==> config.mk <==
export PLATFORM = sky130hd
export DESIGN_NAME = seq_mul_param_flat
export DESIGN_NICKNAME = d
export VERILOG_FILES = /design/src/rtl/mul_pkg.sv /design/src/rtl/seq_mul_param_if.sv /design/src/rtl/mul_pp_step.sv /design/src/rtl/seq_mul_param.sv /design/src/flat_wrapper.sv
export SDC_FILE = /design/constraint.sdc
export NUM_CORES = 1
export LEC_CHECK = 0
export CAP_MARGIN = 20
export CORE_MARGIN = 8
export CORE_UTILIZATION = 40
export DETAILED_ROUTE_END_ITERATION = 7
export GPL_TIMING_DRIVEN = 0
export PLACE_DENSITY = 0.61
export SLEW_MARGIN = 20
export SYNTH_ARGS = -nofsm -noshare
export SYNTH_HDL_FRONTEND = slang
export SYNTH_SLANG_ARGS = --single-unit
==> constraint.sdc <==
create_clock -name clk -period 9.08 [get_ports clk]
set_clock_uncertainty 0.15 [all_clocks]
set_input_delay 1.816 -clock clk [delete_from_list [all_inputs] [get_ports clk]]
set_output_delay 1.816 -clock clk [all_outputs]
set_load 0.1 [all_outputs]
==> src/rtl/mul_pkg.sv <==
// Shared types and helpers for the iterative shift-add multiplier.
// Operand width is limited to MAX_W bits by the abs_w helper.
package mul_pkg;

  typedef enum logic [1:0] {IDLE, RUN, DONE} mul_state_e;

  localparam int MAX_W              = 64;
  localparam int DEF_WIDTH          = 32;
  localparam int DEF_BITS_PER_CYCLE = 1;

  function automatic int cnt_w_of(input int n);
    return (n > 1) ? $clog2(n) : 1;
  endfunction

  localparam int N     = DEF_WIDTH / DEF_BITS_PER_CYCLE;
  localparam int CNT_W = cnt_w_of(N);

  // Magnitude of a w-bit value; -2^(w-1) maps to 2^(w-1), which still fits in w unsigned bits.
  function automatic logic [MAX_W-1:0] abs_w(input logic [MAX_W-1:0] x,
                                             input int unsigned      w,
                                             input logic             signed_op);
    logic [MAX_W-1:0] mask;
    mask = (w >= MAX_W) ? '1 : ((MAX_W'(1) << w) - MAX_W'(1));
    if (signed_op && x[w-1]) return (~x + MAX_W'(1)) & mask;
    return x & mask;
  endfunction

endpackage

==> src/rtl/seq_mul_param_if.sv <==
// Request/response bundle between the operand mux, the multiplier and writeback.
interface seq_mul_param_if #(parameter int WIDTH = 32);
  logic             in_valid;
  logic             in_ready;
  logic [WIDTH-1:0] a;
  logic [WIDTH-1:0] b;
  logic             signed_op;
  logic             out_valid;
  logic             out_ready;
  logic [WIDTH-1:0] res_lo;
  logic [WIDTH-1:0] res_hi;
  logic             busy;

  modport master (output in_valid, a, b, signed_op, out_ready,
                  input  in_ready, out_valid, res_lo, res_hi, busy);

  modport slave  (input  in_valid, a, b, signed_op, out_ready,
                  output in_ready, out_valid, res_lo, res_hi, busy);
endinterface

==> src/rtl/mul_pp_step.sv <==
// One partial product per cycle: mcand times a BITS_PER_CYCLE-bit multiplier digit,
// aligned to the digit's position in the multiplier.
module mul_pp_step #(
  parameter int WIDTH          = 32,
  parameter int BITS_PER_CYCLE = 1,
  parameter int CNT_W          = 5
) (
  input  logic [WIDTH-1:0]          mcand,
  input  logic [BITS_PER_CYCLE-1:0] digit,
  input  logic [CNT_W-1:0]          cnt,
  output logic [2*WIDTH-1:0]        pp
);

  logic [2*WIDTH-1:0] prod;

  always_comb begin
    prod = (2*WIDTH)'(mcand) * (2*WIDTH)'(digit);
    pp   = prod << (32'(cnt) * BITS_PER_CYCLE);
  end

endmodule

==> src/rtl/seq_mul_param.sv <==
// Iterative sign-magnitude shift-add multiplier with a full 2*WIDTH product and
// valid/ready handshakes on both sides; one operation in flight.
module seq_mul_param
  import mul_pkg::*;
#(
  parameter int WIDTH          = 32,
  parameter int BITS_PER_CYCLE = 1
) (
  input logic            clk,
  input logic            rst,
  seq_mul_param_if.slave bus
);

  localparam int                STEPS  = WIDTH / BITS_PER_CYCLE;
  localparam int                STEP_W = cnt_w_of(STEPS);
  localparam logic [STEP_W-1:0] LAST   = STEP_W'(STEPS - 1);

  mul_state_e                state_q, state_d;
  logic [STEP_W-1:0]         cnt_q;
  logic [WIDTH-1:0]          mcand_q, mplier_q;
  logic                      neg_q;
  logic [2*WIDTH-1:0]        acc_q, acc_sum, pp, product;
  logic [WIDTH-1:0]          res_lo_q, res_hi_q;
  logic [WIDTH-1:0]          a_abs, b_abs;
  logic [BITS_PER_CYCLE-1:0] digit;
  logic                      accept, finish;

  assign bus.in_ready  = (state_q == IDLE) | ((state_q == DONE) & bus.out_ready);
  assign bus.out_valid = (state_q == DONE);
  assign bus.busy      = (state_q != IDLE);
  assign bus.res_lo    = res_lo_q;
  assign bus.res_hi    = res_hi_q;

  assign a_abs = WIDTH'(abs_w(MAX_W'(bus.a), WIDTH, bus.signed_op));
  assign b_abs = WIDTH'(abs_w(MAX_W'(bus.b), WIDTH, bus.signed_op));
  assign digit = mplier_q[32'(cnt_q) * BITS_PER_CYCLE +: BITS_PER_CYCLE];

  mul_pp_step #(
    .WIDTH          (WIDTH),
    .BITS_PER_CYCLE (BITS_PER_CYCLE),
    .CNT_W          (STEP_W)
  ) u_pp_step (
    .mcand (mcand_q),
    .digit (digit),
    .cnt   (cnt_q),
    .pp    (pp)
  );

  assign acc_sum = acc_q + pp;
  assign product = neg_q ? -acc_sum : acc_sum;

  // NOTE: every output of a combinational block gets a default first so no path can infer a latch.
  always_comb begin
    state_d = state_q;
    accept  = 1'b0;
    finish  = 1'b0;
    unique case (state_q)
      IDLE: begin
        if (bus.in_valid) begin
          accept  = 1'b1;
          state_d = RUN;
        end
      end
      RUN: begin
        if (cnt_q == LAST) begin
          finish  = 1'b1;
          state_d = DONE;
        end
      end
      DONE: begin
        // Handshake and a new request on the same edge go straight back to RUN.
        if (bus.out_ready) begin
          if (bus.in_valid) begin
            accept  = 1'b1;
            state_d = RUN;
          end else begin
            state_d = IDLE;
          end
        end
      end
      default: state_d = IDLE;
    endcase
  end

  // NOTE: sequential state uses non-blocking assignments so every register samples pre-edge values.
  always_ff @(posedge clk or negedge rst) begin
    if (!rst) state_q <= IDLE;
    else      state_q <= state_d;
  end

  // NOTE: datapath registers are reset too, so an abandoned operation can never leak into res_*.
  always_ff @(posedge clk or negedge rst) begin
    if (!rst) begin
      cnt_q    <= '0;
      mcand_q  <= '0;
      mplier_q <= '0;
      neg_q    <= 1'b0;
      acc_q    <= '0;
      res_lo_q <= '0;
      res_hi_q <= '0;
    end else if (accept) begin
      mcand_q  <= a_abs;
      mplier_q <= b_abs;
      neg_q    <= bus.signed_op & (bus.a[WIDTH-1] ^ bus.b[WIDTH-1]);
      acc_q    <= '0;
      cnt_q    <= '0;
    end else if (state_q == RUN) begin
      acc_q <= acc_sum;
      if (finish) begin
        res_lo_q <= product[WIDTH-1:0];
        res_hi_q <= product[2*WIDTH-1:WIDTH];
      end else begin
        cnt_q <= cnt_q + STEP_W'(1);
      end
    end
  end

endmodule

==> src/flat_wrapper.sv <==
// flat-port wrapper written by rule: the top's interface ports become plain ports
module seq_mul_param_flat import mul_pkg::*;
#(
  parameter int WIDTH          = 32,
  parameter int BITS_PER_CYCLE = 1
)
  (clk, rst, bus_in_valid, bus_a, bus_b, bus_signed_op, bus_out_ready, bus_in_ready, bus_out_valid, bus_res_lo, bus_res_hi, bus_busy);
  seq_mul_param_if #(.WIDTH(WIDTH)) bus_i ();
  input logic clk;
  input logic rst;
  input wire logic [$bits(bus_i.in_valid)-1:0] bus_in_valid;
  input wire logic [$bits(bus_i.a)-1:0] bus_a;
  input wire logic [$bits(bus_i.b)-1:0] bus_b;
  input wire logic [$bits(bus_i.signed_op)-1:0] bus_signed_op;
  input wire logic [$bits(bus_i.out_ready)-1:0] bus_out_ready;
  output wire logic [$bits(bus_i.in_ready)-1:0] bus_in_ready;
  output wire logic [$bits(bus_i.out_valid)-1:0] bus_out_valid;
  output wire logic [$bits(bus_i.res_lo)-1:0] bus_res_lo;
  output wire logic [$bits(bus_i.res_hi)-1:0] bus_res_hi;
  output wire logic [$bits(bus_i.busy)-1:0] bus_busy;
  assign bus_i.in_valid = bus_in_valid;
  assign bus_i.a = bus_a;
  assign bus_i.b = bus_b;
  assign bus_i.signed_op = bus_signed_op;
  assign bus_i.out_ready = bus_out_ready;
  assign bus_in_ready = bus_i.in_ready;
  assign bus_out_valid = bus_i.out_valid;
  assign bus_res_lo = bus_i.res_lo;
  assign bus_res_hi = bus_i.res_hi;
  assign bus_busy = bus_i.busy;
  seq_mul_param #(.WIDTH(WIDTH), .BITS_PER_CYCLE(BITS_PER_CYCLE)) u_core (.clk(clk), .rst(rst), .bus(bus_i));
endmodule
==> results of run 1 <==
==> registers in the layout, indices dropped and copies added (netlist names) <==
name and cells:
u_core.state_q 2, u_core.mplier_q 32, u_core.acc_q 64, u_core.bus.res_hi 32, u_core.neg_q 1, u_core.mcand_q 32, u_core.bus.res_lo 32, u_core.cnt_q 5
==> layer usage <==
| layer | global-route usage (%) | share of wire, % |
|---|---|---|
| met1 | 32.5 | 44 |
| met5 | 0 | 0.020 |
| met3 | 5.21 | 6.5 |
| met2 | 42.0 | 46 |
| met4 | 9.62 | 3.6 |
==> worst min path at each step <==
stage / from / endpoint / slack (ns) / depth (start not counted)
6_report: u_core.mplier_q[26]$_DFFE_PN0P_ / u_core.mplier_q[26]$_DFFE_PN0P_ / 0.33 / 2
5_1_grt: u_core.bus.res_lo[21]$_DFFE_PN0P_ / u_core.bus.res_lo[21]$_DFFE_PN0P_ / 0.35 / 2
4_1_cts: u_core.mplier_q[26]$_DFFE_PN0P_ / u_core.mplier_q[26]$_DFFE_PN0P_ / 0.34 / 2
3_5_place_dp: u_core.mplier_q[26]$_DFFE_PN0P_ / u_core.mplier_q[26]$_DFFE_PN0P_ / 0.32 / 2
3_3_place_gp: u_core.mplier_q[19]$_DFFE_PN0P_ / u_core.mplier_q[19]$_DFFE_PN0P_ / 0.31 / 2
2_1_floorplan: u_core.mplier_q[31]$_DFFE_PN0P_ / u_core.mplier_q[31]$_DFFE_PN0P_ / 0.29 / 2
==> per-stage QoR <==
stage                     cell area (sq um)  setup WS [ns]  setup TNS [ns]  hold slack [ns]  util [%]
after floorplan                       17300           2.05               0            0.291         -
after global placement                19300          -2.61         -523.27            0.306      45.1
after detailed placement              19400         -0.665           -3.29            0.318      45.3
after CTS                             20100          0.166               0            0.336      46.8
after global routing                  20100          0.124               0            0.348      46.8
final                                 20100          0.476               0            0.332      46.8
==> area by class of cell <==
cell class	count	area (sq um)	share of cell area, %
clock inverter	14	173	0.861
buffer	141	592	2.95
sequential	200	5000	24.9
clock buffer	18	439	2.19
tap	585	732	3.65
timing repair buffer	138	1420	7.08
inverter	39	146	0.730
multi-input combinational	1816	11600	57.6
==> cell usage in the layout (no fill, tap or decap), drive strengths merged, types with 68 or more instances in the layout <==
master and instances:
xnor2 102, ha 68, nand3 95, nor2 164
o21ai 292, nand2 374, a21oi 136, dfrtp 200
clkdlybuf4s50 134, xor2 75, clkbuf 120
==> timing repair <==
item | 4_1_cts | 5_1_grt
gates resized for setup | 4 | 8
hold buffers | 0 | 0
endpoints found under the setup margin | 18 | 21
pin swaps | 0 | 0
==> cell families after synthesis <==
logic type / count (synthesis) / share of synthesized area [%]
adders and majority gates: 69 / 5.04
buffers and inverters: 180 / 4.25
xor gates and xnor gates: 177 / 9.13
and+or+nand+nor: 844 / 22.5
AOI/OAI and AO/OA: 654 / 23.7
DFF: 200 / 29.0
muxes: 72 / 6.37
==> worst register-to-register path, stage by stage, from the launching register on <==
cell and delay (ns):
dfrtp_1 0.36, clkbuf_2 0.29, buf_2 0.37, mux4_2 0.57, mux4_2 0.61, a21oi_2 0.43, clkbuf_1 0.45, a21oi_1 0.07
o21ai_0 0.41, mux2i_1 0.20, ha_1 0.39, nand2_1 0.21, o21ai_0 0.27, a21oi_1 0.32, o21ai_0 0.16, o31ai_1 0.91
o21ai_0 0.29, xor2_1 0.31, nor4b_2 0.65, nand4_1 0.23, o41ai_2 0.55, xnor2_1 0.20, o21ai_1 0.08
==> metrics.yaml, run 1 <==
h-tree-depth: 4
hold_class: "reg -> reg"
insertion_delay_ns: 0.49
antenna_found_initial: 1
finalMaxSlewViolations: 0
clock.fmax_mhz: 116
ant_nets: 0
wire_per_inst_um: 21.8
synth_top_cell_by_area: "dfrtp_1"
setup_viol: 0
final.period_utilization_pct: 94.8
cp_slowest_cell: "o31ai_1"
path_common_cell: "o21ai_0"
routed_wl_um: 64300
r2r_start: "u_core.cnt_q[0]$_DFFE_PN0P_"
placed_cells: 2919
gp_congestion: 1.00
drt-pass1-iter-count: 5
post-synth-top-count-cell: "nand2_1"
cts_buffer_depth: 2
ys_warn_count: 0
port_buffers: 135
start_util_pct: 40.3
drc: 0
path_cells: "clkbuf_2 -> buf_2 -> mux4_2 -> mux4_2 -> a21oi_2 -> clkbuf_1 -> a21oi_1 -> o21ai_0 -> mux2i_1 -> ha_1 -> nand2_1 -> o21ai_0 -> a21oi_1 -> o21ai_0 -> o31ai_1 -> o21ai_0 -> xor2_1 -> nor4b_2 -> nand4_1 -> o41ai_2 -> xnor2_1 -> o21ai_1"
synth_top_cells_by_count: "371 x nand2_1, 245 x o21ai_0, 200 x dfrtp_1"
critical_path_buf_inv_count: 3
rows: 76
path_depth: 22
fin_crit_ns: 8.60
grt_pass1_vias: 17200
crit_path_max_fanout: 10
arrival_ns: 8.81
die_area_sq_um: 50100
synthesis.nets: 2334
netlist_area_sq_um: 17300
vias: 17300
yosysUniqueCellTypes: 97
crit_type: "reg -> reg"
drive_above_1_share_pct: 7.48
grt_max_degree: 78
fillers: 4354
synth-edff-count: 0
cap_viol_max_count: 0
via_per_inst: 5.86
die_y_um: 224
critPathTopFamily: "compound AO/OA/AOI/OAI gates"
outcome: "completed"
root_buffer: "clkbuf_16"
required_ns: 9.29
area_growth_pct: 16.2
setup.worst_path.end: "u_core.bus.res_hi[31]$_DFFE_PN0P_"
worstSetupEndpointType: "flop"
clkTransAtPathRegs_ns: 0.08
critPathMaxStageDelay_ns: 0.91
rr_endpoint: "u_core.bus.res_hi[31]$_DFFE_PN0P_"
numClockSinks: 200
ff2ff_setup_slack_ns: 0.48
fin_nets: 2491
syn_avg_cell_area_sq_um: 7.86
ys_seq_area_share_pct: 29.0
overflow: 0
postCtsSetupRepairBufs: 0
diodes: 0
coreArea_sq_um: 42900
startpoint: "u_core.cnt_q[0]$_DFFE_PN0P_"
final_cells: 2951
globalRouteTotalUtil_pct: 25.4
grt_pass1_wl_um: 99900
cts_tree: "yes"
r2r_cells: 22
tightest_slew_ns: 1.07
drt_iter0_markers: 1408
die_width_um: 224
dp_hpwl_um: 52600
hold_viol_final: 0
synth_seq_cells: 200
cts_buffers: 17
critical_path.startpoint_type: "flop"
synth_area_leaders: "dfrtp_1 29%, nand2_1 8.1%, o21ai_0 7.1%"
ys_async_sr_fraction_pct: 100
slew_headroom_pct: 28.2
synth_ff_type: "dfrtp_1"
io_pins: 136
rsz0062_at_grt: "false"
syn_inst: 2196
synth.top_cell.area_share_pct: 29.0
Power of run 1 is left out: the tool's default activity adds up to more than one toggle a clock period on the data nets, which glitch-free logic cannot reach.
==> inputs of run 2 (changes only) <==
--- a/config.mk
+++ b/config.mk
@@ -10,7 +10,9 @@
 export CORE_UTILIZATION = 40
 export DETAILED_ROUTE_END_ITERATION = 7
 export GPL_TIMING_DRIVEN = 0
-export PLACE_DENSITY = 0.61
+export PLACE_DENSITY = 0.64
+export SETUP_SLACK_MARGIN = 0.02
+export SKIP_CTS_REPAIR_TIMING = 1
 export SLEW_MARGIN = 20
 export SYNTH_ARGS = -nofsm -noshare
 export SYNTH_HDL_FRONTEND = slang
==> constraint.sdc (replaced) <==
create_clock -name clk -period 7 [get_ports clk]
set_clock_uncertainty 0.15 [all_clocks]
set_input_delay 1.4 -clock clk [delete_from_list [all_inputs] [get_ports clk]]
set_output_delay 1.4 -clock clk [all_outputs]
set_load 0.1 [all_outputs]
==> run 2 against run 1 <==
  * The run now ends with setup timing left
  * Worst hold slack worse by 0.0050 ns
  * Via count increased by 2.3%
  * Sequential share of layout area shrank 2.0 points
  * Flip-flop and latch count unchanged
  * Die area unchanged
  * Global-route usage is 0.22 points lower
  * Register-to-register slack worse by 0.60 ns
  * Critical path depth up 5
  * Cell count rose by 2.3%
  * Count of clock-buffer cells in the layout did not move
  * Largest cell class unchanged
==> metrics.yaml, run 2 (synthesis gave the netlist of run 1 again) <==
critical_path.startpoint_type: "flop"
required_ns: 7.21
diodes: 0
vias: 17700
h-tree-depth: 4
grt_pass1_vias: 17000
violations: "setup timing"
rows: 76
grt_max_degree: 96
mostFrequentLayoutCell: "nand2_1"
port_buffers: 135
via_per_inst: 5.86
cts_tree: "yes"
largest_register: "u_core.acc_q"
die_y_um: 224
overflow: 0
dp_hpwl_um: 52700
gp_congestion: 0.957
coreArea_sq_um: 42900
fin_nets: 2561
cts_buffer_depth: 2
drive_above_1_share_pct: 16.3
rsz0062_at_grt: "true"
holdPathEnd: "u_core.bus.res_hi[12]$_DFFE_PN0P_"
globalRouteTotalUtil_pct: 25.2
fillers: 4178
cts_buffers: 17
clkTransAtPathRegs_ns: 0.08
routed_wl_um: 65900
fin_crit_ns: 7.12
final_cell_mix: "365 x nand2_1, 230 x o21ai_0, 199 x dfrtp_1"
antenna_found_initial: 0
hold_depth: 2
r2r_start: "u_core.cnt_q[0]$_DFFE_PN0P_"
outcome: "finished, violations left"
layout_setup_ws_ns: -0.122
hold_viol_final: 0
hold_class: "reg -> reg"
clock.fmax_mhz: 140
post-route-util_pct: 50.8
ff2ff_setup_slack_ns: -0.12
rr_endpoint: "u_core.bus.res_hi[31]$_DFFE_PN0P_"
r2r_cells: 27
cap_viol_max_count: 0
root_buffer: "clkbuf_16"
area_growth_pct: 26.3
largest_reg_flops: 64
die_area_sq_um: 50100
setup_viol: 5
grt_pass1_wl_um: 98600
final.period_utilization_pct: 102
hp-start: "u_core.bus.res_hi[12]$_DFFE_PN0P_"
start_util_pct: 40.3
slew_headroom_pct: 29.3
io_pins: 136
ant_nets: 0
drt_iter0_markers: 1553
finalMaxSlewViolations: 0
numClockSinks: 200
drc: 0
wire_per_inst_um: 21.8
worstSetupEndpointType: "flop"
tightest_slew_ns: 1.06
drt-pass1-iter-count: 5
final_cells: 3020
placed_cells: 2918
crit_type: "reg -> reg"
insertion_delay_ns: 0.49
crit_path_max_fanout: 8
die_width_um: 224
arrival_ns: 7.33
## run 2: worst max-delay path by stage
stage                                           start                                end  slack (ns)  cells past startpoint
after floorplan           u_core.cnt_q[0]$_DFFE_PN0P_  u_core.bus.res_hi[29]$_DFFE_PN0P_        0.15                     23
after global placement                            rst     u_core.mcand_q[18]$_DFFE_PN0P_       -4.10                      1
after detailed placement  u_core.cnt_q[0]$_DFFE_PN0P_  u_core.bus.res_hi[31]$_DFFE_PN0P_       -2.48                     23
after CTS                 u_core.cnt_q[0]$_DFFE_PN0P_  u_core.bus.res_hi[31]$_DFFE_PN0P_       -2.52                     23
after global routing      u_core.cnt_q[0]$_DFFE_PN0P_  u_core.bus.res_hi[31]$_DFFE_PN0P_       -0.22                     26
final                     u_core.cnt_q[0]$_DFFE_PN0P_  u_core.bus.res_hi[31]$_DFFE_PN0P_       -0.12                     27
## run 2: stage by stage
stage               worst slack, ns  cell area, sq um  hold WS [ns]  setup TNS (ns)
detailed placement            -2.48             19400         0.316          -77.57
global placement              -4.10             19400         0.309         -893.85
global route                 -0.222             21800         0.349           -1.74
CTS                           -2.52             20000         0.335          -80.17
finish                       -0.122             21800         0.327          -0.247
floorplan                     0.149             17300         0.291               0
## run 2: area by class of cell
class | count | area, sq um | area share [%]
buffer | 138 | 669 | 3.07
clock buffer | 18 | 429 | 1.97
clock inverter | 13 | 146 | 0.671
inverter | 39 | 146 | 0.671
multi-input combinational | 1817 | 12700 | 58.2
sequential | 200 | 5010 | 23.0
tap | 585 | 732 | 3.36
timing repair buffer | 210 | 1990 | 9.13
## run 2: critical path, stage by stage (launching register included)
cell and delay [ns]:
dfrtp_1 0.40, buf_8 0.17, buf_6 0.11, mux4_2 0.51, mux4_2 0.65, a21oi_4 0.34
nand2b_4 0.21, nor2_4 0.04, a21oi_4 0.18, buf_6 0.13, nor3_4 0.04, ha_4 0.29
o211ai_1 0.17, o211ai_1 0.15, buf_4 0.17, buf_6 0.11, a21oi_4 0.20, xor2_2 0.26
o211ai_4 0.15, nor4b_4 0.37, nand4_1 0.26, or4_1 0.54, buf_6 0.15, or3_4 0.37
buf_8 0.15, o41ai_4 0.40, xnor2_1 0.18, o21ai_1 0.09
## run 2: metal layers
metal / vias up / global-route usage, % / part of all wire [%]
met5: - / 0 / 0
met4: 0 / 9.43 / 3.8
met3: 114 / 3.15 / 5.4
met2: 577 / 42.4 / 47
met1: 8636 / 32.9 / 44
li1: 8363 / - / -
Power of run 2 is left out for the same reason.
==> inputs of run 3 (changes only) <==
--- a/config.mk
+++ b/config.mk
@@ -12,7 +12,6 @@
 export GPL_TIMING_DRIVEN = 0
 export PLACE_DENSITY = 0.64
 export SETUP_SLACK_MARGIN = 0.02
-export SKIP_CTS_REPAIR_TIMING = 1
 export SLEW_MARGIN = 20
 export SYNTH_ARGS = -nofsm -noshare
 export SYNTH_HDL_FRONTEND = slang
==> run 3 against run 2 <==
  * The run now ends clean
  * Critical path depth increased by 3
  * Worst setup slack improved by 0.27 ns
  * Die area unchanged
  * Worst hold slack about the same
  * Via count increased by 0.36%
  * Register-to-register slack improved by 0.27 ns
  * First-iteration DRC count decreased by 1.6%
  * Sequential share of layout area decreased by 0.43 points
==> metrics.yaml, run 3 (synthesis gave the netlist of run 1 again) <==
fillers: 4129
cts_buffer_depth: 2
routed_wl_um: 66200
drt_iter0_markers: 1528
root_buffer: "clkbuf_16"
post-route-util_pct: 51.8
drt-pass1-iter-count: 5
ff_latch_area_sq_um: 5010
h-tree-depth: 4
finalMaxSlewViolations: 0
area_growth_pct: 28.7
required_ns: 7.21
globalRouteTotalUtil_pct: 25.6
critical_path.startpoint_type: "flop"
fin_nets: 2582
cap_viol_max_count: 0
cts.hold.buffers_added: 0
slew_headroom_pct: 32.5
cp_slowest_cell: "mux4_2"
vias: 17800
final_cell_mix: "362 x nand2_1, 225 x o21ai_0, 198 x dfrtp_1"
grt_max_degree: 96
largest_reg_flops: 64
ant_nets: 0
worstSetupEndpointType: "flop"
dp_hpwl_um: 52700
grt_pass1_vias: 17300
tightest_slew_ns: 1.01
hold_class: "reg -> reg"
clock.fmax_mhz: 146
cts_buffers: 17
fin_crit_ns: 6.85
holdWs_ns: 0.327
gp_congestion: 0.957
cts_tree: "yes"
crit_path_max_fanout: 7
drive_above_1_share_pct: 18.1
die_y_um: 224
placed_cells: 2918
crit_type: "reg -> reg"
numClockSinks: 200
largest_register: "u_core.acc_q"
die_width_um: 224
die_area_sq_um: 50100
antenna_found_initial: 0
outcome: "completed"
final.period_utilization_pct: 97.8
overflow: 0
start_util_pct: 40.3
path_common_cell: "buf_4"
critPathMaxStageDelay_ns: 0.60
setup_viol: 0
io_pins: 136
wire_per_inst_um: 21.8
mostFrequentLayoutCell: "nand2_1"
hold_depth: 2
insertion_delay_ns: 0.48
via_per_inst: 5.84
final_cells: 3042
r2r_cells: 30
clkTransAtPathRegs_ns: 0.08
coreArea_sq_um: 42900
hold_viol_final: 0
arrival_ns: 7.05
drc: 0
rows: 76
multiInputGateArea_sq_um: 12900
grt_pass1_wl_um: 100000
port_buffers: 135
## run 3: area by class of cell
cell class	count	share of cell area (%)
Tap cell	585	3.29
Buffer	136	2.89
Sequential cell	200	22.5
Clock inverter	13	0.659
Multi-Input combinational cell	1817	58.2
Clock buffer	18	1.93
Antenna cell	1	0.0113
Timing Repair Buffer	233	9.78
Inverter	39	0.659
## run 3: per-layer routing
metal	up-vias	track usage, %	part of all wire (%)
met2	608	43.0	48
met3	113	3.60	5.5
met4	0	10.4	3.7
met1	8632	32.8	43
met5	-	0	0
li1	8400	-	-
## run 3: timing repair
action / 4_1_cts / 5_1_grt
pin swaps: 28 / 71
resized for setup: 139 / 167
buffers inserted: 31 / 65
setup endpoints to repair: 69 / 22
cloned: 0 / 1
## run 3: path summary, 6_finish.rpt
| path | endpoint | slack, ns | from |
|---|---|---|---|
| min in group asynchronous | u_core.bus.res_lo[3]$_DFFE_PN0P_ | 0.57 | rst |
| worst min register to register | u_core.bus.res_hi[12]$_DFFE_PN0P_ | 0.33 | u_core.bus.res_hi[12]$_DFFE_PN0P_ |
| worst max-delay path | u_core.bus.res_hi[31]$_DFFE_PN0P_ | 0.15 | u_core.cnt_q[0]$_DFFE_PN0P_ |
| worst max register to register | u_core.bus.res_hi[31]$_DFFE_PN0P_ | 0.15 | u_core.cnt_q[0]$_DFFE_PN0P_ |
| max in group asynchronous | u_core.acc_q[55]$_DFFE_PN0P_ | 5.39 | rst |
| worst min-delay path | u_core.bus.res_hi[12]$_DFFE_PN0P_ | 0.33 | u_core.bus.res_hi[12]$_DFFE_PN0P_ |
## run 3: metrics by stage
step	worst slack, ns	cell area, sq um	setup TNS (ns)
after floorplan	0.149	17300	0
after detailed placement	-2.48	19400	-77.57
final	0.153	22200	0
after global routing	-0.0658	22200	-0.265
after CTS	0.0215	20900	0
after global placement	-4.10	19400	-893.85
## run 3: worst max-delay path, delay by kind of cell (launching register included)
kind | cells | cell delay (ns)
AO/OA/AOI/OAI | 9 | 2.11
buffers and inverters | 10 | 1.56
multiplexers | 2 | 1.12
AND/OR/NAND/NOR | 6 | 0.61
flip-flops | 1 | 0.40
adder cells (fa/ha/maj) | 1 | 0.39
XOR/XNOR | 2 | 0.34
Power of run 3 is left out for the same reason.
